File: config.mk
export PLATFORM = sky130hd
export DESIGN_NAME = longmul_wb_seq_flat
export DESIGN_NICKNAME = d
export VERILOG_FILES = /design/src/rtl/longmul_wb_seq_if.sv /design/src/rtl/longmul_wb_seq.sv /design/src/flat_wrapper.sv
export SDC_FILE = /design/constraint.sdc
export NUM_CORES = 1
export LEC_CHECK = 0
export CAP_MARGIN = 20
export CELL_PAD_IN_SITES_DETAIL_PLACEMENT = 1
export CELL_PAD_IN_SITES_GLOBAL_PLACEMENT = 2
export CORE_ASPECT_RATIO = 1.25
export CORE_MARGIN = 2
export CORE_UTILIZATION = 28
export DETAILED_ROUTE_END_ITERATION = 12
export GPL_ROUTABILITY_DRIVEN = 0
export MAX_ROUTING_LAYER = met4
export PLACE_DENSITY = 0.89
export SLEW_MARGIN = 20
export SYNTH_ARGS = -nofsm -noshare
export SYNTH_HDL_FRONTEND = slang
export SYNTH_SLANG_ARGS = --single-unit
File: constraint.sdc
create_clock -name clk -period 4.7 [get_ports clk]
set_input_delay 1.41 -clock clk [delete_from_list [all_inputs] [get_ports clk]]
set_output_delay 1.41 -clock clk [all_outputs]
set_load 0.005 [all_outputs]
File: src/rtl/longmul_wb_seq_if.sv
// Request and register-file port bundle for the multiply write-back sequencer.
interface longmul_wb_seq_if #(
  parameter int unsigned AW = 4,
  parameter int unsigned DW = 32
);
  logic            req_valid;
  logic            req_ready;
  logic            req_long;
  logic            req_acc;
  logic [AW-1:0]   req_lo_addr;
  logic [AW-1:0]   req_hi_addr;
  logic [2*DW-1:0] req_result;
  logic [AW-1:0]   rf_ra1;
  logic [AW-1:0]   rf_ra2;
  logic [DW-1:0]   rf_rd1;
  logic [DW-1:0]   rf_rd2;
  logic            rf_we;
  logic [AW-1:0]   rf_wa;
  logic [DW-1:0]   rf_wd;
  logic            busy;
  logic            done;
  logic            err;

  // Multiply unit plus register file side
  modport master (
    output req_valid, req_long, req_acc, req_lo_addr, req_hi_addr, req_result,
    output rf_rd1, rf_rd2,
    input  req_ready, rf_ra1, rf_ra2, rf_we, rf_wa, rf_wd, busy, done, err
  );

  // Sequencer side
  modport slave (
    input  req_valid, req_long, req_acc, req_lo_addr, req_hi_addr, req_result,
    input  rf_rd1, rf_rd2,
    output req_ready, rf_ra1, rf_ra2, rf_we, rf_wa, rf_wd, busy, done, err
  );
endinterface

File: src/rtl/longmul_wb_seq.sv
// Sequences a multiply result onto the single register-file write port,
// splitting 64-bit results into RdLo/RdHi beats with optional accumulate read.
module longmul_wb_seq #(
  parameter int unsigned AW = 4,
  parameter int unsigned DW = 32
) (
  input  logic               clk,
  input  logic               reset,
  longmul_wb_seq_if.slave    bus
);
  localparam int unsigned RW = 2 * DW;
  localparam logic [AW-1:0] PC_ADDR = {AW{1'b1}};

  typedef enum logic [1:0] {IDLE, ACC_RD, WR_LO, WR_HI} state_t;

  state_t        state_q, state_d;
  logic [AW-1:0] lo_q, lo_d, hi_q, hi_d;
  logic [RW-1:0] res_q, res_d;
  logic          long_q, long_d, acc_q, acc_d;

  logic          we_q, we_d, done_q, done_d, err_q, err_d, busy_q, busy_d;
  logic [AW-1:0] wa_q, wa_d, ra1_q, ra1_d, ra2_q, ra2_d;
  logic [DW-1:0] wd_q, wd_d;

  logic          bad_addr;

  // A request targeting the PC is rejected; the high address only matters for long forms
  assign bad_addr = (bus.req_lo_addr == PC_ADDR) ||
                    (bus.req_long && (bus.req_hi_addr == PC_ADDR));

  always_ff @(posedge clk or posedge reset) begin
    if (reset) begin
      state_q <= IDLE;
      lo_q    <= '0;
      hi_q    <= '0;
      res_q   <= '0;
      long_q  <= 1'b0;
      acc_q   <= 1'b0;
      we_q    <= 1'b0;
      wa_q    <= '0;
      wd_q    <= '0;
      ra1_q   <= '0;
      ra2_q   <= '0;
      done_q  <= 1'b0;
      err_q   <= 1'b0;
      busy_q  <= 1'b0;
    end else begin
      state_q <= state_d;
      lo_q    <= lo_d;
      hi_q    <= hi_d;
      res_q   <= res_d;
      long_q  <= long_d;
      acc_q   <= acc_d;
      we_q    <= we_d;
      wa_q    <= wa_d;
      wd_q    <= wd_d;
      ra1_q   <= ra1_d;
      ra2_q   <= ra2_d;
      done_q  <= done_d;
      err_q   <= err_d;
      busy_q  <= busy_d;
    end
  end

  // Next state, latched fields, and the port values for the state being entered
  always_comb begin
    state_d = state_q;
    lo_d    = lo_q;
    hi_d    = hi_q;
    res_d   = res_q;
    long_d  = long_q;
    acc_d   = acc_q;
    err_d   = 1'b0;
    we_d    = 1'b0;
    wa_d    = '0;
    wd_d    = '0;
    ra1_d   = '0;
    ra2_d   = '0;
    done_d  = 1'b0;

    unique case (state_q)
      IDLE: begin
        if (bus.req_valid) begin
          lo_d   = bus.req_lo_addr;
          hi_d   = bus.req_hi_addr;
          res_d  = bus.req_result;
          long_d = bus.req_long;
          acc_d  = bus.req_acc;
          if (bad_addr)                         err_d   = 1'b1;
          else if (bus.req_long && bus.req_acc) state_d = ACC_RD;
          else                                  state_d = WR_LO;
        end
      end
      ACC_RD: begin
        res_d   = RW'({bus.rf_rd2, bus.rf_rd1} + res_q);
        state_d = WR_LO;
      end
      WR_LO:   state_d = long_q ? WR_HI : IDLE;
      WR_HI:   state_d = IDLE;
      default: state_d = IDLE;
    endcase

    busy_d = (state_d != IDLE);

    unique case (state_d)
      ACC_RD: begin
        ra1_d = lo_d;
        ra2_d = hi_d;
      end
      WR_LO: begin
        we_d   = 1'b1;
        wa_d   = lo_d;
        wd_d   = res_d[DW-1:0];
        done_d = ~long_d;
      end
      WR_HI: begin
        we_d   = 1'b1;
        wa_d   = hi_d;
        wd_d   = res_d[RW-1:DW];
        done_d = 1'b1;
      end
      default: ;
    endcase
  end

  assign bus.req_ready = (state_q == IDLE);
  assign bus.rf_ra1    = ra1_q;
  assign bus.rf_ra2    = ra2_q;
  assign bus.rf_we     = we_q;
  assign bus.rf_wa     = wa_q;
  assign bus.rf_wd     = wd_q;
  assign bus.busy      = busy_q;
  assign bus.done      = done_q;
  assign bus.err       = err_q;
endmodule
File: src/flat_wrapper.sv
// flat-port wrapper written by rule: the top's interface ports become plain ports
module longmul_wb_seq_flat 
#(
  parameter int unsigned AW = 4,
  parameter int unsigned DW = 32
)
  (clk, reset, bus_req_valid, bus_req_long, bus_req_acc, bus_req_lo_addr, bus_req_hi_addr, bus_req_result, bus_rf_rd1, bus_rf_rd2, bus_req_ready, bus_rf_ra1, bus_rf_ra2, bus_rf_we, bus_rf_wa, bus_rf_wd, bus_busy, bus_done, bus_err);
  longmul_wb_seq_if #(.AW(AW), .DW(DW)) bus_i ();
  input  logic clk;
  input  logic reset;
  input wire logic [$bits(bus_i.req_valid)-1:0] bus_req_valid;
  input wire logic [$bits(bus_i.req_long)-1:0] bus_req_long;
  input wire logic [$bits(bus_i.req_acc)-1:0] bus_req_acc;
  input wire logic [$bits(bus_i.req_lo_addr)-1:0] bus_req_lo_addr;
  input wire logic [$bits(bus_i.req_hi_addr)-1:0] bus_req_hi_addr;
  input wire logic [$bits(bus_i.req_result)-1:0] bus_req_result;
  input wire logic [$bits(bus_i.rf_rd1)-1:0] bus_rf_rd1;
  input wire logic [$bits(bus_i.rf_rd2)-1:0] bus_rf_rd2;
  output wire logic [$bits(bus_i.req_ready)-1:0] bus_req_ready;
  output wire logic [$bits(bus_i.rf_ra1)-1:0] bus_rf_ra1;
  output wire logic [$bits(bus_i.rf_ra2)-1:0] bus_rf_ra2;
  output wire logic [$bits(bus_i.rf_we)-1:0] bus_rf_we;
  output wire logic [$bits(bus_i.rf_wa)-1:0] bus_rf_wa;
  output wire logic [$bits(bus_i.rf_wd)-1:0] bus_rf_wd;
  output wire logic [$bits(bus_i.busy)-1:0] bus_busy;
  output wire logic [$bits(bus_i.done)-1:0] bus_done;
  output wire logic [$bits(bus_i.err)-1:0] bus_err;
  assign bus_i.req_valid = bus_req_valid;
  assign bus_i.req_long = bus_req_long;
  assign bus_i.req_acc = bus_req_acc;
  assign bus_i.req_lo_addr = bus_req_lo_addr;
  assign bus_i.req_hi_addr = bus_req_hi_addr;
  assign bus_i.req_result = bus_req_result;
  assign bus_i.rf_rd1 = bus_rf_rd1;
  assign bus_i.rf_rd2 = bus_rf_rd2;
  assign bus_req_ready = bus_i.req_ready;
  assign bus_rf_ra1 = bus_i.rf_ra1;
  assign bus_rf_ra2 = bus_i.rf_ra2;
  assign bus_rf_we = bus_i.rf_we;
  assign bus_rf_wa = bus_i.rf_wa;
  assign bus_rf_wd = bus_i.rf_wd;
  assign bus_busy = bus_i.busy;
  assign bus_done = bus_i.done;
  assign bus_err = bus_i.err;
  longmul_wb_seq #(.AW(AW), .DW(DW)) u_core (.clk(clk), .reset(reset), .bus(bus_i));
endmodule
After elaboration in Yosys (flattened, before gate mapping)
Index checks and enable logic that the tools add are counted.
{ "classes": {"n_eq_ne": 8, "n_reduce_logical": 6, "muxes": 22, "bitwise": 1, "addsub": 1} }
{ "op_table": {"columns": ["operator", "count"], "rows": [
  ["case mux 64 bit (2 select lines)", 1],
  ["adder 64 bit", 1],
  ["2-to-1 mux 64 bit", 1],
  ["case mux 32 bit (2 select lines)", 1],
  ["2-to-1 mux 4 bit", 6],
  ["== test 2 bit, second input constant", 4],
  ["== test 4 bit, second input constant", 2],
  ["2-to-1 mux 2 bit", 4],
  ["case mux 2 bit (4 select lines)", 1],
  ["case mux 4 bit (2 select lines)", 1],
  ["2-to-1 mux 1 bit", 6],
  ["== test 2 x 1 -> 1 bit, second input constant", 2],
  ["logical AND 1 bit", 2],
  ["zero test 2 bit", 1],
  ["case mux 1 bit (2 select lines)", 1],
  ["nonzero test 2 bit", 1],
  ["OR reduction 2 bit", 1],
  ["logical OR 1 bit", 1],
  ["inverter 1 bit", 1]
]} }
{ "totals": {"output_inout_bits": 49, "register_bits": 123, "word_cells": 51, "inputBits": 141} }

Logic depth before layout (Yosys ltp)
Gate-level depths: netlist of the first run.
{ "depth": {"ltp_word": 9, "mapped_depth": 13, "depth_no_buf": 13} }

Worst setup path after synthesis of the first run
OpenSTA, ideal clock, no wires.
{ "synth_path": {"kind": "input -> register", "start": "input bus_rf_rd1[7]", "end": "register u_core.wd_q[29], in the netlist u_core.bus.rf_wd[29]", "t_required_ns": 4.561, "setup_ns": 0.139, "arrival_ns": 3.827, "path_buffers": 1, "path_stages": 12, "setup_slack_ns": 0.734, "path_cell_list": "ha_1 > buf_2 > nand2_1 > or3_1 > or4b_4 > nand3_1 > a21oi_1 > o21bai_1 > a21oi_1 > xnor2_1 > a222oi_1 > o22ai_1"} }
{ "synth_via": {"elab_chain_len": 3} }
{ "synth_lines": {"columns": ["item", "line_no", "text"], "rows": [
  ["from (decl)", "flat_wrapper.sv:17", "input wire logic [$bits(bus_i.rf_rd1)-1:0] bus_rf_rd1;"],
  ["adder 64 bit", "longmul_wb_seq.sv:95", "res_d = RW'({bus.rf_rd2, bus.rf_rd1} + res_q);"],
  ["case mux 64 bit (2 select lines)", "longmul_wb_seq.sv:81", "unique case (state_q)"],
  ["case mux 32 bit (2 select lines)", "longmul_wb_seq.sv:105", "unique case (state_d)"],
  ["named net u_core.wd_d[29]", "longmul_wb_seq.sv:23", "logic [DW-1:0] wd_q, wd_d;"],
  ["to (signal assigned)", "longmul_wb_seq.sv:56", "wd_q <= wd_d;"],
  ["to (decl)", "longmul_wb_seq.sv:23", null]
]} }
The timed path passes the listed nets, and every way through them passes these cells.

Final worst setup path of the first run
{ "layout_path": {"start": "input bus_rf_rd1[13]", "end": "register u_core.res_q[62]"} }
{ "layout_via": {"elab_chain_len": 2} }
{ "layout_lines": {"columns": ["item", "line_no", "text"], "rows": [
  ["adder 64 bit", "longmul_wb_seq.sv:95", null],
  ["case mux 64 bit (2 select lines)", "longmul_wb_seq.sv:81", null],
  ["named net u_core.res_d[62]", "longmul_wb_seq.sv:18", "logic [RW-1:0] res_q, res_d;"],
  ["to (signal assigned)", "longmul_wb_seq.sv:51", "res_q <= res_d;"],
  ["to (decl)", "longmul_wb_seq.sv:18", null]
]} }
The timed path passes the listed nets, and every way through them passes these cells.

==> results of run 1 <==
## metrics by stage
stage	std cells	total power, mW	setup WS [ns]	area [sq um]
6_report	1674	8.67	0.286	12100
5_1_grt	1674	9.25	0.179	12100
4_1_cts	1671	8.65	0.333	12100
3_5_place_dp	1639	7.13	-0.0609	11500
3_3_place_gp	1639	7.01	-0.00333	11500
2_1_floorplan	1036	5.07	0.0191	8820
## power by group
group | internal, mW | total, mW | switching (mW)
combinational | 2.22 | 5.24 | 3.01
sequential | 1.53 | 1.98 | 0.457
clock | 0.898 | 1.45 | 0.553
## layout by cell type (no fill, tap or decap), drive strengths merged, types with 6 or more instances in the layout
cell / n
or2: 6
o21a: 7
clkinv: 6
clkdlybuf4s50: 189
nor2b: 13
nand4: 21
inv: 44
xnor2: 34
a21oi: 110
a21o: 34
a221oi: 7
and3: 10
xor2: 19
o22a: 7
nor2: 83
clkbuf: 17
o31ai: 6
o21ai: 89
a22oi: 34
dfrtp: 123
nand3: 24
ha: 63
nand2: 97
a211oi: 10
buf: 70
o21bai: 15
mux2i: 14
a22o: 20
o22ai: 12
nor3: 12
## worst reg2reg max path: cells and delay by family (launching register included)
| family | cells | cell delay, ns |
|---|---|---|
| compound gates | 7 | 1.79 |
| flops | 1 | 0.44 |
| simple gates | 2 | 0.34 |
| fa+ha+maj | 1 | 0.33 |
| mux | 1 | 0.24 |
| buf+inv | 1 | 0.15 |
## layout make-up
class | instances | area (sq um)
Fill cell | 3693 | 18900
Sequential cell | 123 | 3080
Clock buffer | 17 | 425
Multi-Input combinational cell | 810 | 5300
Tap cell | 407 | 509
Timing Repair Buffer | 259 | 2420
Clock inverter | 15 | 210
Inverter | 40 | 153
Antenna cell | 3 | 7.51
## cell families (layout without fill, tap and decap cells)
group | count (synthesis) | count (layout) | synth area share, %
AOI/OAI and AO/OA | 391 | 391 | 28.8
xor gates and xnor gates | 53 | 53 | 5.26
adders and majority gates | 64 | 64 | 9.17
buffers and inverters | 103 | 331 | 5.09
DFF | 123 | 123 | 34.9
muxes | 14 | 14 | 1.59
other | 0 | 3 | 0
and+or+nand+nor | 288 | 288 | 15.2
## registers in the layout, summed over array words and instances, names as in the netlist
name / flops
u_core.res_q: 64
u_core.bus.rf_wd: 32
u_core.bus.rf_ra1: 4
u_core.bus.rf_ra2: 4
u_core.bus.rf_wa: 4
u_core.hi_q: 4
u_core.lo_q: 4
u_core.state_q: 2
u_core.bus.busy: 1
u_core.bus.done: 1
u_core.bus.err: 1
u_core.bus.rf_we: 1
u_core.long_q: 1
## metal layers
metal  GRT usage, %  part of all wire (%)  vias to the layer above
li1               -                     -                     4240
met1           27.5                    40                     4482
met2           40.1                    49                      296
met3           3.51                   4.6                       83
met4           13.2                   5.8                        0
met5              -                     0                        -
## worst max-delay path by stage
stage	slack, ns	startpoint	end
floorplan	0.02	reset	u_core.bus.busy
global placement	-0.003	bus_rf_rd1[13]	u_core.res_q[62]
detailed placement	-0.06	bus_rf_rd1[13]	u_core.res_q[62]
CTS	0.33	bus_rf_rd1[13]	u_core.res_q[62]
global route	0.18	bus_rf_rd1[13]	u_core.res_q[54]
finish	0.29	bus_rf_rd1[13]	u_core.res_q[62]
==> results.toml, run 1 <==
[hold_path]
hold_path_end = "u_core.lo_q[3]"
hold_path_class = "register to register"
whs_path_depth = 2
hp-start = "u_core.lo_q[3]"

[yosys]
avgSynthCellArea_sq_um = 8.51
ys.flop_type = "dfrtp_1"
async_reset_ff_share_pct = 100
synth_cells = 1036
yosysUniqueCellTypes = 71
syn_area_sq_mm = 0.00882
yosysTopAreaCell = "dfrtp_1"
ys_top_cells_by_count = "dfrtp_1, a21oi_1, nand2_1"
yosysMostFrequentCell = "dfrtp_1"
synth_nets = 1241
synth.top_cell.area_share_pct = 34.9
synth.ff_latch_count = 123
yosysSeqAreaShare_pct = 34.9
synth_area_leaders = "dfrtp_1, ha_1, a21oi_1"
yosysWarningCount = 0
synth_edf_count = 0

[global_routing]
grt_pass1_wl_mm = 57.7
grt_max_degree = 63
antenna_found_initial = 3
overflow = 0
grt_usage_pct = 24.0
grt_pass1_vias = 9757

[power_and_ir_drop]
leakagePower_nw = 5.32
ir_worst_vdd_uv = 253
power.density_mw_per_mm2 = 717

[critical_path]
crit_top_cell = "o31ai_1"
path_depth = 13
cp_slowest_stage_delay_ns = 0.44
cp_max_fo = 4
critical_path_required_ns = 5.00
r2r_start = "u_core.res_q[13]"
end_kind = "register"
path_delay_family = "compound AO/OA/AOI/OAI gates"
crit_buf_inv = 2
reg2reg_depth = 12
crit_type = "primary input to register"
crit_arrival_ns = 4.72
r2r_end = "u_core.res_q[62]"
crit_chain = "clkdlybuf4s50_1, ha_1, a211oi_1, o211a_1, o31ai_1, a221o_1, nor2_1, o31ai_1, buf_4, a21o_1, a211oi_2, mux2i_1, nand3_1"
cpMaxStageDelayCell = "clkdlybuf4s50_1"
rrSetupSlack_ns = 1.28
startpoint_type = "primary input"

[timing]
report.final.slew_viol_count = 0
finClkSkew_ns = 0.0118
final-hold-violation-count = 0
clock.fmax_mhz = 227
fin_crit_sh_pct = 93.9
relSlewSlack_pct = 23.7
worstMarginPinSlew_ns = 1.14
hold_slack_ns = 0.534
setup_violations = 0
rsz0062_at_grt = "no"
finalSetupTns_ns = 0
final_period_minus_worst_setup_slack_ns = 4.41

[cts]
cts_hold_buf = 0
cts.sink_count = 123
clkTransAtPathRegs_ns = 0.06
post_cts_resized = 0
cts_buffer_depth = 2
cts_tree = "built"
clock-root-buffer = "clkbuf_16"
cts_setup_buffers = 0
worstSkewPairLatency_ns = 0.43
cts_buffers = 17
cts-htree-levels = 4

[routing]
vias = 9101
ant_nets = 0
avgRoutedWirePerCell_microns = 22.8
dr.pass1.iters = 7
wl_mm = 38.1
drc = 0
drt_iter0_drc = 563
via_per_inst = 5.44

[cells_and_area]
syn_to_final_growth_pct = 37.2
final_util_pct = 39.0
layout.nets = 1456
drive_gt1_share_pct = 9.81

[placement]
io_buffers = 189
dp_hpwl_mm = 30.2

[job]
drv_cap = 0

[floorplan]
dieArea_sq_mm = 0.0329
fp.dieW_microns = 163
core_sq_mm = 0.0310
ios = 190
start_util_pct = 28.5
chipHeight_microns = 202
rows = 72

[outcome]
outcome = "completed"
No activity file was read; power rests on OpenSTA's default activity.
==> run 2, diff against run 1 <==
--- a/config.mk
+++ b/config.mk
@@ -15,6 +15,7 @@
 export GPL_ROUTABILITY_DRIVEN = 0
 export MAX_ROUTING_LAYER = met4
 export PLACE_DENSITY = 0.89
+export SETUP_SLACK_MARGIN = 0.5
 export SLEW_MARGIN = 20
 export SYNTH_ARGS = -nofsm -noshare
 export SYNTH_HDL_FRONTEND = slang
==> results.toml, run 2 (synthesized netlist as in run 1, its figures left out) <==
[outcome]
outcome = "completed"

[critical_path]
path_depth = 13
path_delay_family = "compound AO/OA/AOI/OAI gates"
critical_path_required_ns = 4.98
startpoint_type = "primary input"
crit_arrival_ns = 4.42
cpMaxStageDelayCell = "clkdlybuf4s50_1"
end_kind = "register"
crit_buf_inv = 2
cp_max_fo = 2
crit_type = "primary input to register"
crit_top_cell = "o21ai_0"
cp_slowest_stage_delay_ns = 0.45
reg2reg_depth = 11
crit_chain = "clkdlybuf4s50_1, ha_1, a211oi_1, o211a_1, o31ai_1, a221o_1, o21ba_2, o21ai_0, a21oi_1, buf_4, nor2_1, xor2_1, o21ai_0"

[job]
drv_cap = 0

[hold_path]
whs_path_depth = 2
hold_path_class = "register to register"

[power_and_ir_drop]
fin_total_pwr_mw = 8.92
leakagePower_nw = 5.42
ir_worst_vdd_uv = 276
power.density_mw_per_mm2 = 723

[cts]
cts_hold_buf = 0
worstSkewPairLatency_ns = 0.44
cts-htree-levels = 4
clkTransAtPathRegs_ns = 0.06
cts_buffers = 17
cts_tree = "built"
clock-root-buffer = "clkbuf_16"
cts.sink_count = 123
cts_buffer_depth = 2

[floorplan]
start_util_pct = 28.5
chipHeight_microns = 202
core_sq_mm = 0.0310
fp.dieW_microns = 163
dieArea_sq_mm = 0.0329
ios = 190
rows = 72

[cells_and_area]
syn_to_final_growth_pct = 40.0
fillers = 3639
largest_reg_flops = 64
max_flop_register = "u_core.res_q"
seqCellArea_sq_mm = 0.00308
layout.nets = 1455
design_area_sq_mm = 0.0123
drive_gt1_share_pct = 12.1
multi_input_area_sq_mm = 0.00551
final_util_pct = 39.8
layout_commonest_cell = "clkdlybuf4s50_1"
final_cell_mix = "clkdlybuf4s50_1, dfrtp_1, a21oi_1"

[global_routing]
grt_pass1_wl_mm = 57.8
grt_pass1_vias = 9856
grt_max_degree = 44
grt_usage_pct = 24.1
antenna_found_initial = 1
overflow = 0

[timing]
fin_crit_sh_pct = 87.9
relSlewSlack_pct = 39.8
rsz0062_at_grt = "yes"
worstMarginPinSlew_ns = 0.902
finalSetupTns_ns = 0
report.final.slew_viol_count = 0
hold_slack_ns = 0.522
setup_violations = 0
finClkSkew_ns = 0.0121
final_period_minus_worst_setup_slack_ns = 4.13
final-hold-violation-count = 0
clock.fmax_mhz = 242

[routing]
dr.pass1.iters = 5
wl_mm = 39.3
drt_iter0_drc = 670
avgRoutedWirePerCell_microns = 23.5
drc = 0
via_per_inst = 5.52
ant_nets = 0
vias = 9228

[placement]
dp_hpwl_mm = 30.4
placed_cell_area_sq_mm = 0.0114
io_buffers = 189
run 2: cell count changes in the layout (fill, tap and decap cells not counted), sizes merged:
cell           change
clkdlybuf4s50     -10
dlymetal6s2s      +10
inv                -6
clkbuf             +4
clkinvlp           +2
diode              -2
buf                -1
run 2: stage by stage:
| stage | setup slack [ns] | std cells |
|---|---|---|
| 6_report | 0.567 | 1671 |
| 5_1_grt | 0.473 | 1671 |
| 4_1_cts | 0.471 | 1658 |
| 3_5_place_dp | -0.0226 | 1626 |
| 3_3_place_gp | 0.101 | 1626 |
| 2_1_floorplan | 0.734 | 1036 |
run 2: what timing repair did:
| item | 4_1_cts | 5_1_grt |
|---|---|---|
| setup buffers | 0 | 12 |
| endpoints found under the setup margin | 3 | 26 |
| pin swaps | 1 | 26 |
| resized for setup | 1 | 52 |
run 2: worst min-delay path: stages, from the launching register on:
cell and delay (ns):
dfrtp_1 0.32, mux2i_1 0.10, inv_1 0.06
run 2: final cells by class:
| class | instances | share of cell area, % |
|---|---|---|
| multi-input cells | 810 | 44.7 |
| clock buffers | 21 | 3.73 |
| repair buffers | 258 | 19.9 |
| clock inverters | 11 | 1.36 |
| well taps | 407 | 4.13 |
| diodes | 1 | 0.0203 |
| inverters | 40 | 1.25 |
| flip-flops and latches | 123 | 24.9 |
run 2: path summary, 6_finish.rpt:
check / from / slack, ns / to
setup / recovery: bus_rf_rd1[13] / 0.57 / u_core.res_q[38]
hold reg to reg: u_core.hi_q[1] / 0.52 / u_core.hi_q[1]
setup reg to reg: u_core.res_q[39] / 1.48 / u_core.res_q[59]
hold / removal: u_core.hi_q[1] / 0.52 / u_core.hi_q[1]
max in group asynchronous: reset / 2.37 / u_core.res_q[18]
min in group asynchronous: reset / 1.51 / u_core.bus.rf_wd[0]
run 2: metal layers:
metal / GRT usage, % / up-vias / share of wire, %
met1: 28.3 / 4595 / 40
met4: 13.4 / 0 / 5.3
li1: - / 4211 / -
met5: - / - / 0
met3: 2.50 / 88 / 4.4
met2: 40.3 / 334 / 50
run 2: power breakdown:
group / leakage [nW] / internal [mW] / switching [mW]
Sequential: 1.53 / 1.53 / 0.487
Combinational: 3.58 / 2.33 / 3.13
Clock: 0.303 / 0.914 / 0.532
==> run 3, diff against run 2 <==
--- a/config.mk
+++ b/config.mk
@@ -11,6 +11,7 @@
 export CORE_ASPECT_RATIO = 1.25
 export CORE_MARGIN = 2
 export CORE_UTILIZATION = 28
+export CTS_CLUSTER_DIAMETER = 150
 export DETAILED_ROUTE_END_ITERATION = 12
 export GPL_ROUTABILITY_DRIVEN = 0
 export MAX_ROUTING_LAYER = met4
@@ -20,3 +21,4 @@
 export SYNTH_ARGS = -nofsm -noshare
 export SYNTH_HDL_FRONTEND = slang
 export SYNTH_SLANG_ARGS = --single-unit
+export TNS_END_PERCENT = 50
==> results.toml, run 3 (synthesized netlist as in run 1, its figures left out) <==
[outcome]
outcome = "completed"

[hold_path]
hp-start = "u_core.lo_q[3]"
hold_path_class = "register to register"

[global_routing]
overflow = 0
grt_util_met2_pct = 40.3
gr-usage-met1_pct = 28.3
grt-busiest-layer = "met2"
grt_pass1_wl_mm = 57.8
grt_pass1_vias = 9856
grt_usage_pct = 24.1
antenna_found_initial = 1
grt_max_degree = 44
met3_usage_pct = 2.50

[power_and_ir_drop]
ir_worst_vdd_uv = 274
power.density_mw_per_mm2 = 722
leakagePower_nw = 5.42

[placement]
dp_hpwl_mm = 30.4
io_buffers = 189
post-place-ws_ns = -0.0226

[cts]
worstSkewPairLatency_ns = 0.44
cts_tree = "built"
clkTransAtPathRegs_ns = 0.06
clock-root-buffer = "clkbuf_16"
cts.sink_count = 123
cts_buffers = 17
cts_buffer_depth = 2
cts-htree-levels = 4

[timing]
final-hold-violation-count = 0
rsz0062_at_grt = "yes"
fin_ws_ns = 0.511
final_period_minus_worst_setup_slack_ns = 4.19
clock.fmax_mhz = 239
report.final.slew_viol_count = 0
worstMarginPinSlew_ns = 0.916
finalSetupTns_ns = 0
finClkSkew_ns = 0.0124
fin_crit_sh_pct = 89.1
setup_violations = 0
relSlewSlack_pct = 38.8

[floorplan]
core_sq_mm = 0.0310
fp.dieW_microns = 163
ios = 190
dieArea_sq_mm = 0.0329
start_util_pct = 28.5
chipHeight_microns = 202
rows = 72

[cells_and_area]
largest_reg_flops = 64
max_flop_register = "u_core.res_q"
layout.nets = 1454
drive_gt1_share_pct = 11.9
syn_to_final_growth_pct = 39.8
layout_commonest_cell = "clkdlybuf4s50_1"
final_cell_mix = "clkdlybuf4s50_1, dfrtp_1, a21oi_1"

[critical_path]
cp_max_fo = 7
path_delay_family = "compound AO/OA/AOI/OAI gates"
crit_arrival_ns = 4.46
rrSetupSlack_ns = 1.49
cpMaxStageDelayCell = "clkdlybuf4s50_1"
critPathLaunch = "bus_rf_rd1[30]"
crit_top_cell = "a21oi_1"
crit_chain = "clkdlybuf4s50_1, ha_2, a21oi_1, o21ai_0, a21oi_1, o211ai_1, a221oi_1, a21boi_1, buf_4, o21ai_0, a21oi_1, xor2_1, o221ai_1"
r2r_start = "u_core.res_q[39]"
critical_path_required_ns = 4.97
crit_buf_inv = 2
crit_type = "primary input to register"
startpoint_type = "primary input"
end_kind = "register"
cp_slowest_stage_delay_ns = 0.54

[routing]
drc = 0
via_per_inst = 5.52
dr.pass1.iters = 5
ant_nets = 0
drt_iter0_drc = 691
avgRoutedWirePerCell_microns = 23.5
vias = 9217
wl_mm = 39.2

[job]
drv_cap = 0
## run 3: cell count changes in the layout (fill, tap and decap cells not counted), sizes merged
cell,previous run,this run
buf,69,68
## run 3: repair_timing
item	4_1_cts	5_1_grt
endpoints found under the setup margin	3	26
gates resized for setup	1	49
hold buffers	0	0
setup buffers	0	11
pin swaps	1	24
## run 3: power by group
group	internal [mW]	switching (mW)
logic	2.32	3.12
registers	1.53	0.482
clock network	0.914	0.531
total	4.77	4.13
## run 3: worst register-to-register path, stage by stage (launching register included)
cell and delay [ns]:
dfrtp_1 0.51, ha_1 0.44, nand4_1 0.23, or3_1 0.42, o211ai_1 0.26, a221oi_1 0.12
a21boi_1 0.16, buf_4 0.17, or3_1 0.36, o211ai_1 0.12, xnor2_1 0.15, o221ai_1 0.13
## run 3: through the flow
stage          hold WS (ns)  power [mW]  instances  util, %  cell area [sq um]
4_1_cts               0.525        8.60       1658     38.8              12000
3_3_place_gp          0.490        6.97       1626     36.7              11400
2_1_floorplan         0.454        5.07       1036        -               8820
3_5_place_dp          0.511        7.11       1626     36.7              11400
5_1_grt               0.570        9.45       1670     39.8              12300
6_report              0.522        8.90       1670     39.8              12300
## run 3: layout make-up
cell class / count / area, sq um
Clock inverter: 11 / 168
Tap cell: 407 / 509
Timing Repair Buffer: 257 / 2450
Inverter: 40 / 154
Multi-Input combinational cell: 810 / 5500
Clock buffer: 21 / 460
Antenna cell: 1 / 2.50
Sequential cell: 123 / 3080
Fill cell: 3642 / 18700
## run 3: path summary, 6_finish.rpt
check,end,cells after the start
min in group asynchronous,u_core.bus.rf_ra2[1],2
max,u_core.res_q[57],13
min,u_core.lo_q[3],2
min reg2reg,u_core.lo_q[3],2
max in group asynchronous,u_core.res_q[18],3
max reg2reg,u_core.res_q[59],11
## run 3: routing by layer
metal / vias to the layer above / wire, microns
met2: 352 / 19600
met4: 0 / 2140
met1: 4561 / 15400
met3: 91 / 2050
met5: - / 0
li1: 4213 / -
